`src/rtl/scan_scheduler.sv`:
```
// rtl/scan_scheduler.sv - ping-pong scan/transfer scheduler for two scanners sharing one channel
module scan_scheduler #(
    parameter int JOB_LEN = 4,
    parameter int TIMEOUT = 64
) (
    input  logic       clk,
    input  logic       rst,
    input  logic       go,
    input  logic       abort,
    input  logic [2:0] sc_state0,
    input  logic [2:0] sc_state1,
    input  logic       sc_next0,
    input  logic       sc_next1,
    output logic [1:0] start_scan,
    output logic [1:0] transfer,
    output logic [1:0] flush,
    output logic       xfer_sel,
    output logic       busy,
    output logic       done,
    output logic       error,
    output logic [7:0] remaining
);
    typedef enum logic [2:0] {IDLE, SCAN, XFER, FLUSH, DONE} state_t;

    localparam logic [2:0]  SC_LOW     = 3'd0;
    localparam logic [2:0]  SC_STANDBY = 3'd2;
    localparam logic [2:0]  SC_IDLE    = 3'd3;
    localparam logic [15:0] WD_LAST    = 16'(TIMEOUT - 1);
    localparam logic [7:0]  JOB_LEN_W  = 8'(JOB_LEN);

    state_t      state, state_nx;
    logic        cur, cur_nx;
    logic        other_started, other_started_nx;
    logic [1:0]  flushed, flushed_nx;
    logic [15:0] wd, wd_nx;
    logic [2:0]  sc_prev;

    logic [1:0]  start_d, transfer_d, flush_d;
    logic        xfer_sel_d, done_d, error_d;
    logic [7:0]  remaining_d;

    logic [2:0]  sc_cur, sc_oth, sc_cur_nx;
    logic        next_cur, oth_free, both_free, wd_exp, kill, prestart, last_scan, wd_clear;
    logic [1:0]  flush_pick;

    assign sc_cur     = cur ? sc_state1 : sc_state0;
    assign sc_oth     = cur ? sc_state0 : sc_state1;
    assign sc_cur_nx  = cur_nx ? sc_state1 : sc_state0;
    assign next_cur   = cur ? sc_next1 : sc_next0;
    assign oth_free   = (sc_oth == SC_LOW) || (sc_oth == SC_STANDBY);
    assign both_free  = ((sc_state0 == SC_LOW) || (sc_state0 == SC_STANDBY)) &&
                        ((sc_state1 == SC_LOW) || (sc_state1 == SC_STANDBY));
    assign wd_exp     = (wd == WD_LAST);
    assign kill       = ((state == SCAN) || (state == XFER)) && (abort || wd_exp);
    assign prestart   = (state == SCAN) && next_cur && (remaining >= 8'd2) &&
                        !other_started && oth_free;
    assign last_scan  = (remaining == 8'd1);
    // One flush per cycle keeps the command vector one-hot when both scanners hold data.
    assign flush_pick = ((sc_state0 == SC_IDLE) && !flushed[0]) ? 2'b01 :
                        ((sc_state1 == SC_IDLE) && !flushed[1]) ? 2'b10 : 2'b00;

    always_ff @(posedge clk or negedge rst) begin
        if (!rst) begin
            state         <= IDLE;
            cur           <= 1'b0;
            other_started <= 1'b0;
            flushed       <= 2'b00;
            wd            <= 16'd0;
            sc_prev       <= 3'd0;
            start_scan    <= 2'b00;
            transfer      <= 2'b00;
            flush         <= 2'b00;
            xfer_sel      <= 1'b0;
            busy          <= 1'b0;
            done          <= 1'b0;
            error         <= 1'b0;
            remaining     <= 8'd0;
        end else begin
            state         <= state_nx;
            cur           <= cur_nx;
            other_started <= other_started_nx;
            flushed       <= flushed_nx;
            wd            <= wd_nx;
            sc_prev       <= sc_cur_nx;
            start_scan    <= start_d;
            transfer      <= transfer_d;
            flush         <= flush_d;
            xfer_sel      <= xfer_sel_d;
            busy          <= (state_nx != IDLE);
            done          <= done_d;
            error         <= error_d;
            remaining     <= remaining_d;
        end
    end

    always_comb begin
        state_nx         = state;
        cur_nx           = cur;
        other_started_nx = other_started;
        flushed_nx       = flushed;
        if (kill) begin
            state_nx   = FLUSH;
            flushed_nx = 2'b00;
        end else begin
            case (state)
                IDLE: if (go) begin
                    state_nx         = SCAN;
                    cur_nx           = 1'b0;
                    other_started_nx = 1'b0;
                end
                SCAN: begin
                    if (prestart) other_started_nx = 1'b1;
                    if (sc_cur == SC_IDLE) state_nx = XFER;
                end
                XFER: if (sc_cur == SC_LOW) begin
                    if (last_scan) begin
                        state_nx = DONE;
                    end else begin
                        state_nx         = SCAN;
                        cur_nx           = ~cur;
                        other_started_nx = 1'b0;
                    end
                end
                FLUSH: begin
                    flushed_nx = flushed | flush_pick;
                    if (both_free || wd_exp) state_nx = DONE;
                end
                DONE:    state_nx = IDLE;
                default: state_nx = IDLE;
            endcase
        end
        // In FLUSH the counter measures plain elapsed time, so scanner activity must not restart it.
        wd_clear = (state_nx != state) || ((state != FLUSH) && (sc_cur != sc_prev));
        if (wd_clear)              wd_nx = 16'd0;
        else if (wd == 16'hFFFF)   wd_nx = wd;
        else                       wd_nx = wd + 16'd1;
    end

    always_comb begin
        start_d     = 2'b00;
        transfer_d  = 2'b00;
        flush_d     = 2'b00;
        done_d      = 1'b0;
        xfer_sel_d  = xfer_sel;
        error_d     = error;
        remaining_d = remaining;
        if (kill) begin
            error_d = 1'b1;
        end else begin
            case (state)
                IDLE: if (go) begin
                    start_d     = 2'b01;
                    remaining_d = JOB_LEN_W;
                    error_d     = 1'b0;
                end
                SCAN: begin
                    if (prestart) start_d = cur ? 2'b01 : 2'b10;
                    if (sc_cur == SC_IDLE) begin
                        transfer_d = cur ? 2'b10 : 2'b01;
                        xfer_sel_d = cur;
                    end
                end
                XFER: if (sc_cur == SC_LOW) begin
                    remaining_d = remaining - 8'd1;
                    if (!last_scan && !other_started) start_d = cur ? 2'b01 : 2'b10;
                end
                FLUSH:   flush_d = flush_pick;
                DONE:    done_d  = 1'b1;
                default: ;
            endcase
        end
    end
endmodule
```
`config.mk`:
```
export PLATFORM = sky130hd
export DESIGN_NAME = scan_scheduler
export DESIGN_NICKNAME = d
export VERILOG_FILES = /design/src/rtl/scan_scheduler.sv
export SDC_FILE = /design/constraint.sdc
export NUM_CORES = 1
export LEC_CHECK = 0
export ABC_AREA = 1
export ABC_CLOCK_PERIOD_IN_PS = 2590
export CORE_ASPECT_RATIO = 1.5
export CORE_UTILIZATION = 50
export CTS_BUF_LIST = sky130_fd_sc_hd__clkbuf_4
export CTS_CLUSTER_DIAMETER = 30
export DETAILED_ROUTE_END_ITERATION = 10
export PLACE_DENSITY = 0.76
export SLEW_MARGIN = 20
export SYNTH_ARGS = -nofsm -noshare
export SYNTH_HDL_FRONTEND = slang
export SYNTH_SLANG_ARGS = --single-unit
```
`constraint.sdc`:
```
create_clock -name clk -period 2.59 [get_ports clk]
set_clock_uncertainty 0.2 [all_clocks]
set_input_delay 0.518 -clock clk [delete_from_list [all_inputs] [get_ports clk]]
set_output_delay 0.518 -clock clk [all_outputs]
set_load 0.005 [all_outputs]
```
-- After elaboration in Yosys (flattened, before gate mapping)
Cells that the tools add are included.
- register bits: 44
- output and inout bits: 18
- logic and storage cells: 124
- add/sub/neg operators: 2
- magnitude comparators: 1
- equal/unequal tests: 21
- muxes and demuxes: 47
- bitwise operators: 3
- reductions and logical operators: 36
- operators by type and width (kind ; number):
    2-to-1 mux 16 bit ; 2
    2-to-1 mux 2 bit ; 15
    2-to-1 mux 3 bit ; 9
    equality test 3 x 2 -> 1 bit (second input constant) ; 8
    adder 16 x 1 -> 16 bit (second input constant) ; 1
    equality test 16 bit (second input constant) ; 1
    equality test 16 x 6 -> 1 bit (second input constant) ; 1
    2-to-1 mux 8 bit ; 2
    one-hot mux 8 bit (2 select lines) ; 1
    zero test 3 bit ; 5
    2-to-1 mux 1 bit ; 14
    one-hot mux 3 bit (4 select lines) ; 1
    logical AND 1 bit ; 10
    equality test 8 x 1 -> 1 bit (second input constant) ; 1
    greater-or-equal comparator 8 x 2 -> 1 bit (second input constant) ; 1
    != test 2 bit (second input constant) ; 4
    nonzero test 2 bit ; 4
    subtractor 8 x 1 -> 8 bit (second input constant) ; 1
    logical OR 1 bit ; 7
    != test 3 bit ; 2
    one-hot mux 2 bit (3 select lines) ; 1
    AND reduction 6 bit ; 1
    nonzero test 3 bit ; 2
    zero test 1 bit ; 4
    11 further kinds ; 12

-- Longest topological paths before layout
- depth after elaboration: 10
- depth in mapped cells: 15
- mapped depth without buffers: 13

-- Worst setup path before layout
No wires, ideal clock.
- path kind: register -> register
- start: reg wd[0]
- end: reg wd[4]
- arrival time: 1716 ps
- data required time: 2322 ps
- setup slack: 606 ps
- stages on the path, launching flop included: 14
- clock period less this slack: 1984 ps
- path through: dfrtp_1 > ha_1 > nand3_1 > nor2_1 > nand2_2 > nand2_4 > nand2_4 > buf_6 > nand2_4 > nand2_4 > nor2_4 > nand2_4 > buf_12 > nor2_4
- cells in the longest elaborated chain, start to end: 8
- elaborated cells on any way between the ends: 14
- classes of those cells: add/sub: 1; eq/ne: 4; mux: 5; reduce/logical: 4
- RTL lines (element ; line ; text):
    start: declaration ; 35 ; logic [15:0] wd, wd_nx;
    start signal: assignment ; 83 ; wd <= wd_nx;
    equality test 16 x 6 -> 1 bit ; 53 ; assign wd_exp = (wd == WD_LAST);
    logical OR 1 bit ; 126 ; if (both_free || wd_exp) state_nx = DONE;
    2-to-1 mux 3 bit ; 126 ;
    one-hot mux 3 bit (4 select lines) ; 105 ; case (state)
    2-to-1 mux 3 bit ; 101 ; if (kill) begin
    != test 3 bit ; 133 ; wd_clear = (state_nx != state) || ((state != FLUSH) && (sc_cur != sc_prev));
    logical OR 1 bit ; 133 ;
    != test 2 bit (no line) / 2-to-1 mux 16 bit (equally long branches) ; - ;
Parallel ways exist; a longest one is shown, timed or not. The select of a mux whose other input is x is not followed.
A chain may end at the register's enable or synchronous reset.

-- Worst setup path in the final report
- start: reg wd[0]
- end: reg wd[0]
- cells in the longest elaborated chain, start to end: 8
- elaborated cells on any way between the ends: 14
- classes of those cells: add/sub: 1; eq/ne: 4; mux: 5; reduce/logical: 4
- RTL lines (element ; line ; text):
    equality test 16 x 6 -> 1 bit * ; 53 ;
    logical OR 1 bit ; 126 ;
    2-to-1 mux 3 bit ; 126 ;
    one-hot mux 3 bit (4 select lines) ; 105 ;
    2-to-1 mux 3 bit * ; 101 ;
    named net state_nx[1] ; 31 ; state_t state, state_nx;
    != test 3 bit * ; 133 ;
    logical OR 1 bit * ; 133 ;
    != test 2 bit (no line) / 2-to-1 mux 16 bit (equally long branches) ; - ;
Mark *: on every way through the listed nets, which the timed path passes. The rest lies on a longest branch. The select of a mux whose other input is x is not followed.

==> summary.md <==
| Metric | Value |
|---|---|
| Wire per inst | approximately 13 um |
| Final hold vios | 0 |
| Power per cell area | roughly 940 nW/um2 |
| Largest net degree at the start of global routing | 29 |
| Slew Limit Fails | 0 |
| TritonCTS clock tree | built |
| TritonCTS buffer count | 5 |
| Min-delay src | flushed[0] |
| Crit. Startpoint | wd[0] |
| Synth Cell Area | between 2000 and 3000 um2 |
| Synthesis Warnings | 0 |
| Kind of critical path | register to register |
| Worst-path maximum fanout | 14 |
| Clock share of power | 0.147 |
| Part of the power in registers | 0.346 |
| First-pass GRT wire length | just over 10 mm |
| Site Rows | 32 |
| Core box area | 5160 um2 |
| Final setup violation count | 0 |
| Router iterations before antenna repair | 4 |
| Max IR drop VDD | between 0.5 and 0.6 mV |
| Global-route usage over all layers | 0.227 |
| Vias | 2,273 |
| CTS root buf | clkbuf_4 |
| N_diodes | 0 |
| Hold-fix buffers at CTS | 1 |
| Post-synth ARST share | 1.00 |
| Final ANT Viol Nets | 0 |
| Number of global-route vias before repair | around 2,300 |
| F_max | between 400 and 500 MHz |
| HP Class | register to register |
| Final net count | roughly 380 |
| CP required | approximately 2700 ps |
| Register area share after synthesis | 0.406 |
| Die ar. | about 5700 um2 |
| Syn Nets | around 350 |
| Arr. time, crit path | approximately 2400 ps |
| Post-place setup slack | -46.2 ps |
| Post-Synthesis Cells | 330 |
| Sw Pwr | approximately 1.3 mW |
| Netlist cell types | 36 |
| # fillers | 469 |
| Gates resized, CTS repair | 0 |
| Worst slew margin | 0.584 |
| Final Cycle Share | 0.896 |
| Routed vias/inst | between 5 and 6 |
| Die height | 92.2 um |
| Status | complete, no violations |
| Post-CTS setup buffer count | 0 |
| Starting Density | 0.525 |
| IO Pins | 30 |
| Crit path time final | between 2000 and 2500 ps |
| Layout Utilization | 0.612 |
| Commonest non-fill, non-tap cell in the layout | nand2_1 |
| Post-synth EDFFs | 0 |
| Critical R2R Launch | wd[0] |
| Crit path launch type | register |
| PortBufs | 29 |
| Post-DP HPWL | around 4.4 mm |
| Clock Latency Late Sink | 360 ps |
| GPL Wtd Cong | 0.914 |
| Htree depth | 2 |
| Worst Setup End Kind | register |
| RSZ-0062 raised after global routing | false |
| DRT Wirelength | between 5 and 6 mm |
| Final worst slack | about 270 ps |
| Initial antenna violation count | 0 |
| Sink Count | 44 |
| Layout cells sized above 1 | 0.171 |
| Yosys reg bits | 44 |
| Lkg Pwr | approximately 1.5 nW |
| Sw Ratio | 0.452 |
| Remaining global-route overflow | 0 |
| Clock transition at the registers of the reported paths | roughly 130 ps |
| Drc violations | 0 |
| Clock Tree Buf Depth | 2 |
| Most frequent cells in the layout | nand2_1, dfrtp_1, nor2_1 |
| Die Wd | 62.1 um |
| Setup_tns | 0 ps |
| Syn_area_per_cell | around 8 um2 |
| Max-cap violations | 0 |
| Layout area overhead | 16.6% |
| Top FF cell, synth | dfrtp_1 |
| Power Internal | around 1.6 mW |
| Starting DRT DRC Count | 119 |
| Actual slew at the worst max-slew pin | 624 ps |
| Logic pwr share | 0.507 |
synthesized netlist by cell type, drive strengths merged (5+ instances only):
library cell  count  area (um2)
xor2             10        87.6
nand4            14         100
nor2             50         285
a21oi             5        25.0
nand2            90         413
nand3            28         178
nor3             10        61.3
inv              37         149
o31ai             6        45.0
dfrtp            44        1100
o21ai            17        92.6
per-stage QoR:
stage               hold WS, ps  total power [mW]  cell area [um2]  instances
global placement            217              2.51             3070        428
finish                      244              2.96             3160        437
global route                266              3.22             3160        437
CTS                         244              2.99             3160        437
detailed placement          216              2.54             3070        428
floorplan                  22.4              2.17             2710        330
power by group through the flow:
stage	clock network (mW)	registers (mW)	logic (mW)
2_1_floorplan	0	0.985	1.18
3_5_place_dp	0	1.04	1.51
4_1_cts	0.451	1.03	1.51
5_1_grt	0.476	1.05	1.69
6_report	0.436	1.03	1.50
3_3_place_gp	0	1.03	1.48
worst paths after layout:
path | end | slack (ps) | depth (start not counted)
max in group asynchronous | start_scan[0] | 1110 | 3
max | wd[0] | 270 | 12
min reg2reg | flush[0] | 240 | 1
min | flush[0] | 240 | 1
min in group asynchronous | wd[6] | 490 | 2
max reg2reg | wd[0] | 270 | 12
registers in the layout, summed over array words and instances, names as in the netlist, 2 cells and up:
register    cells
sc_prev         3
flush           2
wd             16
state           3
transfer        2
start_scan      2
flushed         2
remaining       8
critical path, cell delays in order (launching register included):
cell	delay (ps)
dfrtp_1	440
ha_1	240
nand3_1	130
nor2_1	70
nand2_2	150
nand2_4	80
nand2_4	160
nand3_2	130
nand2_2	80
nand2_2	60
nor2_4	130
nand2_4	220
nor2_1	160
cells by family (layout without fill, tap and decap cells):
group                      count (synthesis)  after routing  synth area share
and+or+nand+nor                          195            195             0.390
DFF                                       44             44             0.406
buffers and inverters                     42             81            0.0738
AOI/OAI and AO/OA                         32             32            0.0701
xor gates and xnor gates                  13             13            0.0420
adders and majority gates                  4              4            0.0185
cell type report:
class | instances | area [um2] | share of cell area
Clock buffer | 6 | 45.0 | 0.0142
Clock inverter | 2 | 35.0 | 0.0111
Tap cell | 68 | 85.1 | 0.0269
Inverter | 38 | 153 | 0.0483
Timing Repair Buffer | 35 | 333 | 0.105
Multi-Input combinational cell | 244 | 1410 | 0.446
Sequential cell | 44 | 1100 | 0.348
layer usage:
layer	GRT usage	part of all wire	vias up
li1	-	-	1142
met1	0.246	0.40	1082
met2	0.437	0.55	38
met3	0.0274	0.026	11
met4	0.0969	0.024	0
met5	0	0	-
Note: power is estimated with default switching activity, not from simulation.
